File: src/rtl/pipe_ctrl_if.sv
`default_nettype none
// ============================================================================
// Module      : pipe_ctrl_if
// Description : Status and control bundle between the five-stage core and
//               its hazard/sequencing controller.
// Revision    : 1.0 - initial release
// ============================================================================
interface pipe_ctrl_if #(
  parameter int RF_ADDR_WIDTH = 5
);
  // ID-stage decode flags
  logic                     id_valid;
  logic [RF_ADDR_WIDTH-1:0] id_rf_raddr1;
  logic [RF_ADDR_WIDTH-1:0] id_rf_raddr2;
  logic                     id_is_mul_inst;
  logic                     id_is_div_inst;
  logic                     id_is_fence_inst;
  logic                     id_fence_tp;
  // Downstream stage status
  logic                     ex_is_load;
  logic                     ex_req_rf;
  logic [RF_ADDR_WIDTH-1:0] ex_rd_addr;
  logic                     ex_bj_taken;
  logic                     md_done;
  logic                     mem_busy;
  logic                     wb_trap;
  // Controller outputs
  logic                     ld_risk;
  logic                     if_stall;
  logic                     id_stall;
  logic                     ex_stall;
  logic                     if2id_flush;
  logic                     id2ex_flush;
  logic                     ex2mem_flush;
  logic                     mem2wb_flush;
  logic                     md_start;
  logic                     md_abort;
  logic                     icache_flush;
  logic [1:0]               ctrl_state;

  // Core side: reports status, consumes stall/flush controls
  modport master (
    output id_valid, id_rf_raddr1, id_rf_raddr2, id_is_mul_inst, id_is_div_inst,
           id_is_fence_inst, id_fence_tp, ex_is_load, ex_req_rf, ex_rd_addr,
           ex_bj_taken, md_done, mem_busy, wb_trap,
    input  ld_risk, if_stall, id_stall, ex_stall, if2id_flush, id2ex_flush,
           ex2mem_flush, mem2wb_flush, md_start, md_abort, icache_flush, ctrl_state
  );

  // Controller side
  modport slave (
    input  id_valid, id_rf_raddr1, id_rf_raddr2, id_is_mul_inst, id_is_div_inst,
           id_is_fence_inst, id_fence_tp, ex_is_load, ex_req_rf, ex_rd_addr,
           ex_bj_taken, md_done, mem_busy, wb_trap,
    output ld_risk, if_stall, id_stall, ex_stall, if2id_flush, id2ex_flush,
           ex2mem_flush, mem2wb_flush, md_start, md_abort, icache_flush, ctrl_state
  );
endinterface
`default_nettype wire

File: src/rtl/pipe_ctrl.sv
`default_nettype none
// ============================================================================
// Module      : pipe_ctrl
// Description : Hazard and sequencing controller for the IF/ID/EX/MEM/WB
//               pipeline: load-use stall, branch flush, mul/div wait,
//               fence drain and trap flush.
// Revision    : 1.0 - initial release
// ============================================================================
module pipe_ctrl #(
  parameter int FENCE_DRAIN_CYC = 3
) (
  input  logic        clk,
  input  logic        rst_n,
  pipe_ctrl_if.slave  bus
);

  localparam logic [1:0] c_st_run         = 2'd0;
  localparam logic [1:0] c_st_md_wait     = 2'd1;
  localparam logic [1:0] c_st_fence_drain = 2'd2;
  localparam logic [1:0] c_st_trap_flush  = 2'd3;

  // Counter must hold FENCE_DRAIN_CYC; keep at least one bit for a zero depth
  localparam int c_cnt_w = (FENCE_DRAIN_CYC < 1) ? 1 : $clog2(FENCE_DRAIN_CYC + 1);
  localparam logic [c_cnt_w-1:0] c_cnt_load = c_cnt_w'(FENCE_DRAIN_CYC);

  logic [1:0]         r_state;
  logic [1:0]         w_state_nxt;
  logic [c_cnt_w-1:0] r_cnt;
  logic [c_cnt_w-1:0] w_cnt_nxt;

  logic w_hz;
  logic w_md_req;
  logic w_drain_done;

  logic w_if_stall;
  logic w_id_stall;
  logic w_ex_stall;
  logic w_if2id_flush;
  logic w_id2ex_flush;
  logic w_ex2mem_flush;
  logic w_mem2wb_flush;
  logic w_md_start;
  logic w_md_abort;
  logic w_icache_flush;

  // Load-use: EX load writes a non-zero register that ID is about to read
  assign w_hz = bus.id_valid & bus.ex_is_load & bus.ex_req_rf &
                (bus.ex_rd_addr != '0) &
                ((bus.ex_rd_addr == bus.id_rf_raddr1) |
                 (bus.ex_rd_addr == bus.id_rf_raddr2));

  assign w_md_req     = bus.id_is_mul_inst | bus.id_is_div_inst;
  // Drain is complete once the counter is spent and memory is quiet
  assign w_drain_done = (r_cnt == '0) & ~bus.mem_busy;

  // State and drain counter registers
  always_ff @(posedge clk or negedge rst_n) begin
    if (!rst_n) begin
      r_state <= c_st_run;
      r_cnt   <= '0;
    end else begin
      r_state <= w_state_nxt;
      r_cnt   <= w_cnt_nxt;
    end
  end

  // Next state and counter; trap wins over everything, then the current mode
  always_comb begin
    w_state_nxt = r_state;
    w_cnt_nxt   = r_cnt;
    if (bus.wb_trap) begin
      w_state_nxt = c_st_trap_flush;
      w_cnt_nxt   = '0;
    end else begin
      case (r_state)
        c_st_run: begin
          if (bus.ex_bj_taken || w_hz) begin
            w_state_nxt = c_st_run;
          end else if (bus.id_is_fence_inst) begin
            w_state_nxt = c_st_fence_drain;
            w_cnt_nxt   = c_cnt_load;
          end else if (w_md_req) begin
            w_state_nxt = c_st_md_wait;
          end
        end
        c_st_md_wait: begin
          if (bus.md_done) begin
            w_state_nxt = c_st_run;
          end
        end
        c_st_fence_drain: begin
          if (w_drain_done) begin
            w_state_nxt = c_st_run;
          end else if (!bus.mem_busy && (r_cnt != '0)) begin
            // Memory traffic pauses the drain count
            w_cnt_nxt = r_cnt - 1'b1;
          end
        end
        c_st_trap_flush: begin
          w_state_nxt = c_st_run;
        end
        default: begin
          w_state_nxt = c_st_run;
          w_cnt_nxt   = '0;
        end
      endcase
    end
  end

  // Stall/flush/pulse decode from the current state and this cycle's events
  always_comb begin
    w_if_stall     = 1'b0;
    w_id_stall     = 1'b0;
    w_ex_stall     = 1'b0;
    w_if2id_flush  = 1'b0;
    w_id2ex_flush  = 1'b0;
    w_ex2mem_flush = 1'b0;
    w_mem2wb_flush = 1'b0;
    w_md_start     = 1'b0;
    w_md_abort     = 1'b0;
    w_icache_flush = 1'b0;
    if (bus.wb_trap) begin
      w_if2id_flush  = 1'b1;
      w_id2ex_flush  = 1'b1;
      w_ex2mem_flush = 1'b1;
      w_mem2wb_flush = 1'b1;
      // Only an in-flight mul/div needs cancelling
      w_md_abort     = (r_state == c_st_md_wait);
    end else begin
      case (r_state)
        c_st_run: begin
          if (bus.ex_bj_taken) begin
            w_if2id_flush = 1'b1;
            w_id2ex_flush = 1'b1;
          end else if (w_hz || bus.id_is_fence_inst) begin
            // Same hold-and-bubble pattern for load-use and fence entry
            w_if_stall    = 1'b1;
            w_id_stall    = 1'b1;
            w_id2ex_flush = 1'b1;
          end else if (w_md_req) begin
            w_md_start = 1'b1;
          end
        end
        c_st_md_wait: begin
          if (!bus.md_done) begin
            w_if_stall     = 1'b1;
            w_id_stall     = 1'b1;
            w_ex_stall     = 1'b1;
            w_ex2mem_flush = 1'b1;
          end
        end
        c_st_fence_drain: begin
          if (w_drain_done) begin
            w_icache_flush = bus.id_fence_tp;
          end else begin
            w_if_stall    = 1'b1;
            w_id_stall    = 1'b1;
            w_id2ex_flush = 1'b1;
          end
        end
        c_st_trap_flush: begin
          w_if2id_flush = 1'b1;
          w_id2ex_flush = 1'b1;
        end
        default: begin
          w_if2id_flush = 1'b0;
        end
      endcase
    end
  end

  // Outputs are forced quiet while reset is held, regardless of inputs
  assign bus.ld_risk      = rst_n & w_hz;
  assign bus.if_stall     = rst_n & w_if_stall;
  assign bus.id_stall     = rst_n & w_id_stall;
  assign bus.ex_stall     = rst_n & w_ex_stall;
  assign bus.if2id_flush  = rst_n & w_if2id_flush;
  assign bus.id2ex_flush  = rst_n & w_id2ex_flush;
  assign bus.ex2mem_flush = rst_n & w_ex2mem_flush;
  assign bus.mem2wb_flush = rst_n & w_mem2wb_flush;
  assign bus.md_start     = rst_n & w_md_start;
  assign bus.md_abort     = rst_n & w_md_abort;
  assign bus.icache_flush = rst_n & w_icache_flush;
  assign bus.ctrl_state   = r_state;

endmodule
`default_nettype wire

File: src/flat_wrapper.sv
// flat-port wrapper written by rule: the top's interface ports become plain ports
module pipe_ctrl_flat 
#(
  parameter int FENCE_DRAIN_CYC = 3
)
  (clk, rst_n, bus_id_valid, bus_id_rf_raddr1, bus_id_rf_raddr2, bus_id_is_mul_inst, bus_id_is_div_inst, bus_id_is_fence_inst, bus_id_fence_tp, bus_ex_is_load, bus_ex_req_rf, bus_ex_rd_addr, bus_ex_bj_taken, bus_md_done, bus_mem_busy, bus_wb_trap, bus_ld_risk, bus_if_stall, bus_id_stall, bus_ex_stall, bus_if2id_flush, bus_id2ex_flush, bus_ex2mem_flush, bus_mem2wb_flush, bus_md_start, bus_md_abort, bus_icache_flush, bus_ctrl_state);
  pipe_ctrl_if #(.RF_ADDR_WIDTH(5)) bus_i ();
  input  logic clk;
  input  logic rst_n;
  input wire logic [$bits(bus_i.id_valid)-1:0] bus_id_valid;
  input wire logic [$bits(bus_i.id_rf_raddr1)-1:0] bus_id_rf_raddr1;
  input wire logic [$bits(bus_i.id_rf_raddr2)-1:0] bus_id_rf_raddr2;
  input wire logic [$bits(bus_i.id_is_mul_inst)-1:0] bus_id_is_mul_inst;
  input wire logic [$bits(bus_i.id_is_div_inst)-1:0] bus_id_is_div_inst;
  input wire logic [$bits(bus_i.id_is_fence_inst)-1:0] bus_id_is_fence_inst;
  input wire logic [$bits(bus_i.id_fence_tp)-1:0] bus_id_fence_tp;
  input wire logic [$bits(bus_i.ex_is_load)-1:0] bus_ex_is_load;
  input wire logic [$bits(bus_i.ex_req_rf)-1:0] bus_ex_req_rf;
  input wire logic [$bits(bus_i.ex_rd_addr)-1:0] bus_ex_rd_addr;
  input wire logic [$bits(bus_i.ex_bj_taken)-1:0] bus_ex_bj_taken;
  input wire logic [$bits(bus_i.md_done)-1:0] bus_md_done;
  input wire logic [$bits(bus_i.mem_busy)-1:0] bus_mem_busy;
  input wire logic [$bits(bus_i.wb_trap)-1:0] bus_wb_trap;
  output wire logic [$bits(bus_i.ld_risk)-1:0] bus_ld_risk;
  output wire logic [$bits(bus_i.if_stall)-1:0] bus_if_stall;
  output wire logic [$bits(bus_i.id_stall)-1:0] bus_id_stall;
  output wire logic [$bits(bus_i.ex_stall)-1:0] bus_ex_stall;
  output wire logic [$bits(bus_i.if2id_flush)-1:0] bus_if2id_flush;
  output wire logic [$bits(bus_i.id2ex_flush)-1:0] bus_id2ex_flush;
  output wire logic [$bits(bus_i.ex2mem_flush)-1:0] bus_ex2mem_flush;
  output wire logic [$bits(bus_i.mem2wb_flush)-1:0] bus_mem2wb_flush;
  output wire logic [$bits(bus_i.md_start)-1:0] bus_md_start;
  output wire logic [$bits(bus_i.md_abort)-1:0] bus_md_abort;
  output wire logic [$bits(bus_i.icache_flush)-1:0] bus_icache_flush;
  output wire logic [$bits(bus_i.ctrl_state)-1:0] bus_ctrl_state;
  assign bus_i.id_valid = bus_id_valid;
  assign bus_i.id_rf_raddr1 = bus_id_rf_raddr1;
  assign bus_i.id_rf_raddr2 = bus_id_rf_raddr2;
  assign bus_i.id_is_mul_inst = bus_id_is_mul_inst;
  assign bus_i.id_is_div_inst = bus_id_is_div_inst;
  assign bus_i.id_is_fence_inst = bus_id_is_fence_inst;
  assign bus_i.id_fence_tp = bus_id_fence_tp;
  assign bus_i.ex_is_load = bus_ex_is_load;
  assign bus_i.ex_req_rf = bus_ex_req_rf;
  assign bus_i.ex_rd_addr = bus_ex_rd_addr;
  assign bus_i.ex_bj_taken = bus_ex_bj_taken;
  assign bus_i.md_done = bus_md_done;
  assign bus_i.mem_busy = bus_mem_busy;
  assign bus_i.wb_trap = bus_wb_trap;
  assign bus_ld_risk = bus_i.ld_risk;
  assign bus_if_stall = bus_i.if_stall;
  assign bus_id_stall = bus_i.id_stall;
  assign bus_ex_stall = bus_i.ex_stall;
  assign bus_if2id_flush = bus_i.if2id_flush;
  assign bus_id2ex_flush = bus_i.id2ex_flush;
  assign bus_ex2mem_flush = bus_i.ex2mem_flush;
  assign bus_mem2wb_flush = bus_i.mem2wb_flush;
  assign bus_md_start = bus_i.md_start;
  assign bus_md_abort = bus_i.md_abort;
  assign bus_icache_flush = bus_i.icache_flush;
  assign bus_ctrl_state = bus_i.ctrl_state;
  pipe_ctrl #(.FENCE_DRAIN_CYC(FENCE_DRAIN_CYC)) u_core (.clk(clk), .rst_n(rst_n), .bus(bus_i));
endmodule
File: config.mk
export PLATFORM = sky130hd
export DESIGN_NAME = pipe_ctrl_flat
export DESIGN_NICKNAME = d
export VERILOG_FILES = /design/src/rtl/pipe_ctrl_if.sv /design/src/rtl/pipe_ctrl.sv /design/src/flat_wrapper.sv
export SDC_FILE = /design/constraint.sdc
export NUM_CORES = 1
export LEC_CHECK = 0
export CAP_MARGIN = 20
export CORE_MARGIN = 2
export CORE_UTILIZATION = 35
export DETAILED_ROUTE_END_ITERATION = 10
export GPL_TIMING_DRIVEN = 0
export PLACE_DENSITY = 0.78
export RECOVER_POWER = 25
export SYNTH_ARGS = -nofsm -noshare
export SYNTH_HDL_FRONTEND = slang
export SYNTH_SLANG_ARGS = --single-unit
File: constraint.sdc
create_clock -name clk -period 2.4 [get_ports clk]
set_clock_uncertainty 0.1 [all_clocks]
set_input_delay 0.48 -clock clk [delete_from_list [all_inputs] [get_ports clk]]
set_output_delay 0.48 -clock clk [all_outputs]
set_load 0.05 [all_outputs]
==> run_results.csv, run 1 <==
group,metric,value,unit
worst_setup_path,worstPathRequired,1820,ps
layout,drive_above_1_share,48.1,%
global_routing,grt_use_met2,39.4,%
clock_network,insertion_delay,260,ps
sta,tightest_slew,501,ps
synth,synth_flop_cell,"dfrtp_1",
global_routing,busiest_layer,"met2",
power,p_comb_share,62.6,%
die,fp.dieW,45.7,µm
worst_setup_path,cp_max_fo,3,
synth,synth_fp_nets,111,
synth,ys_warn_count,0,
layout,nets,165,
sta,timing.final.ws_setup,-119,ps
power,power_switching_share,44.1,%
detailed_routing,ant_nets,0,
detailed_routing,wl_per_cell,15.3,µm
die,die-height,45.7,µm
clock_network,path_clk_slew,50,ps
power,irDropWorstVdd,250,µV
worst_setup_path,slowest_delay,530,ps
global_routing,grt_pass1_vias,762,
global_routing,globalRouteOverflowTotal,0,
synth,yosys-top-cells-area,"dfrtp_1, xor2_1, ha_1",
detailed_routing,drt-total-wl,2260,µm
die,coreArea,1690,µm²
clock_network,cts_max_path_buffers,2,
synth,ys_async_sr_fraction,100,%
hold_path,min_path_type,"primary input to asynchronous set/reset pin",
power,switching_power,0.218,mW
sta,max_slew_margin,66.5,%
global_routing,grt_antenna_before_repair,0,
clock_network,h-tree-depth,1,
synth,syn_area,609,µm²
synth,synth_cell_type_count,29,
sta,min_period,2520,ps
layout,syn_to_final_growth,111,%
power,p_clk_share,20.3,%
worst_setup_path,criticalPathCategory,"primary input to output pin",
die,rows,15,
place,gp_congestion,0.827,
clock_network,cts_hold_buf,0,
sta,fin_crit_sh,105,%
sta,setup_viol,5,
layout,multi_input_area,621,µm²
worst_setup_path,cp_slowest_cell,"or4_4",
synth,synth_edf_count,0,
place,placed_cells,135,
detailed_routing,vias,806,
die,pin_count,41,
sta,whs,171,ps
synth,synth_common_cells,"xor2_1, nor2_1, inv_1, nor3_1, ha_1",
sta,rsz0062_at_grt,"yes",
die,die_area,2090,µm²
layout,seq_area,103,µm²
worst_setup_path,worstPathCellList,"buf_8, or4_4, o2111ai_4, o21bai_4, buf_6, o21ai_4, a21oi_4, buf_6",
power,intPower,0.277,mW
global_routing,grt_max_degree,12,
detailed_routing,remaining_drc_errors,0,
global_routing,grt_pass1_wl,3160,µm
status,violations,"setup timing",
job,cap_violations,0,
sta,final_max_slew_viol_count,0,
die,initial_utilization,36.1,%
layout,fill_cells,130,
worst_setup_path,critPathArrivalTime,1940,ps
clock_network,cts_tree,"built",
detailed_routing,firstDrtPassIters,6,
status,status,"complete, but fails checks",
clock_network,numCtsBuffers,3,
power,p_per_area,385,nW/µm²
synth,syn_inst,78,
synth,synth_top_area_share,16.4,%
global_routing,grt_usage,21.3,%
detailed_routing,viasPerCell,5.45,
sta,max_freq,397,MHz
place,io_buffers,40,
power,power,0.495,mW
layout,final_cell_area,1290,µm²
place,dp_hpwl,1560,µm
power,seqPwrFrac,17.2,%
synth,yosysTopAreaCell,"dfrtp_1",
worst_setup_path,path_common_cell,"buf_6",
synth,syn_area_per_cell,7.81,µm²
place,place_ws,-1310,ps
layout,antenna_cells,0,
sta,fin_tns_setup,-422,ps
synth,ys_ff_latch,4,
sta,hold_violations,0,
worst_setup_path,start_kind,"primary input",
global_routing,met3_usage,5.56,%
layout,fin_util,76.1,%
power,leakage,0.565,nW
clock_network,cts_root_buffer,"clkbuf_4",
place,dpl_cell_area,1110,µm²
synth,synth.most_common_cell,"xor2_1",
global_routing,use_met1,22.1,%
worst_setup_path,endpoint_kind,"output pin",
clock_network,cts_sinks,4,
layout,fin_cells,148,
detailed_routing,first_iter_violations,9,
synth,yosysSeqAreaShare,16.4,%
==> cells by family (layout without fill, tap and decap cells) <==
kind of cell | Yosys count | count (layout) | share of synthesized area, %
AND/OR/NAND/NOR | 28 | 28 | 24.6
AO/OA/AOI/OAI | 22 | 22 | 28.1
flip-flops | 4 | 4 | 16.4
XOR/XNOR | 10 | 10 | 14.4
adder cells (fa/ha/maj) | 5 | 5 | 10.3
buffers and inverters | 9 | 62 | 6.16
==> critical path, delay by kind of cell <==
| family | cells | cell delay, ps |
|---|---|---|
| AOI/OAI and AO/OA | 4 | 540 |
| buffers and inverters | 3 | 380 |
| and+or+nand+nor | 1 | 530 |
==> registers in the layout (all words and copies together) (netlist names) <==
name,count
u_core.bus.ctrl_state,2
u_core.r_cnt,2
==> layout by cell type (no fill, tap or decap), drive strengths merged <==
cell type      netlist  final
and3                 1      1
or4                  1      1
a221oi               1      1
clkdlybuf4s50        0      8
o21bai               1      1
clkdlybuf4s15        0      6
o31ai                2      2
clkbuf               1      5
dfrtp                4      4
a211oi               2      2
a22oi                1      1
nor4                 2      2
a21oi                3      3
and2                 2      2
nor2                 8      8
dlymetal6s2s         0      3
ha                   5      5
clkdlybuf4s18        0      1
xor2                10     10
o21a                 2      2
a32o                 1      1
nand2b               4      4
a21boi               1      1
inv                  7      7
buf                  1     26
a21o                 2      2
o41ai                1      1
dlygate4sd2          0      6
nand2                4      4
o21ai                4      4
nor3                 6      6
o2111ai              1      1
==> path summary, 6_finish.rpt <==
kind / from / end / slack (ps) / cells after the start
max in group asynchronous: rst_n / u_core.bus.ctrl_state[0]$_DFFE_PN0P_ / 1700 / 1
worst max register to register: u_core.bus.ctrl_state[0]$_DFFE_PN0P_ / u_core.bus.ctrl_state[1]$_DFFE_PN0P_ / 450 / 8
worst min-delay path: rst_n / u_core.bus.ctrl_state[1]$_DFFE_PN0P_ / 170 / 1
worst min register to register: u_core.r_cnt[1]$_DFFE_PN0P_ / u_core.r_cnt[1]$_DFFE_PN0P_ / 430 / 2
worst max-delay path: bus_ex_rd_addr[3] / bus_id2ex_flush / -120 / 8
min in group clk: u_core.r_cnt[1]$_DFFE_PN0P_ / u_core.r_cnt[1]$_DFFE_PN0P_ / 430 / 2
==> cell type report <==
type / count / share of cell area [%]
Multi-Input combinational cell: 65 / 48.2
Sequential cell: 4 / 7.98
Inverter: 7 / 2.04
Buffer: 1 / 0.875
Clock buffer: 4 / 2.04
Timing Repair Buffer: 50 / 37.2
Tap cell: 17 / 1.65
==> timing repair <==
| item | 4_1_cts | 5_1_grt |
|---|---|---|
| endpoints found under the setup margin | 11 | 6 |
| resized for setup | 125 | 13 |
| buffers inserted | 8 | 2 |
| pin swaps | 17 | 10 |
| gates cloned | 0 | 0 |
==> layer usage <==
| metal | share of wire, % | wire, µm | up-vias |
|---|---|---|---|
| li1 | - | - | 381 |
| met1 | 34 | 762 | 366 |
| met2 | 53 | 1210 | 52 |
| met3 | 10 | 232 | 7 |
| met4 | 2.7 | 60 | 0 |
| met5 | 0 | 0 | - |
==> power groups by stage <==
stage | Sequential [mW] | Combinational, mW | Clock, mW
5_1_grt | 0.0856 | 0.330 | 0.108
6_report | 0.0851 | 0.310 | 0.100
3_5_place_dp | 0.0872 | 0.266 | 0
4_1_cts | 0.0864 | 0.286 | 0.0975
3_3_place_gp | 0.0870 | 0.263 | 0
2_1_floorplan | 0.0990 | 0.151 | 0
Note: power is estimated with default switching activity, not from simulation.
==> run 2, diff against run 1 <==
HOLD_SLACK_MARGIN = 0.1   (was unset)
==> results of run 2 <==
Final layout, timing and power as in run 1 (identical DEF).
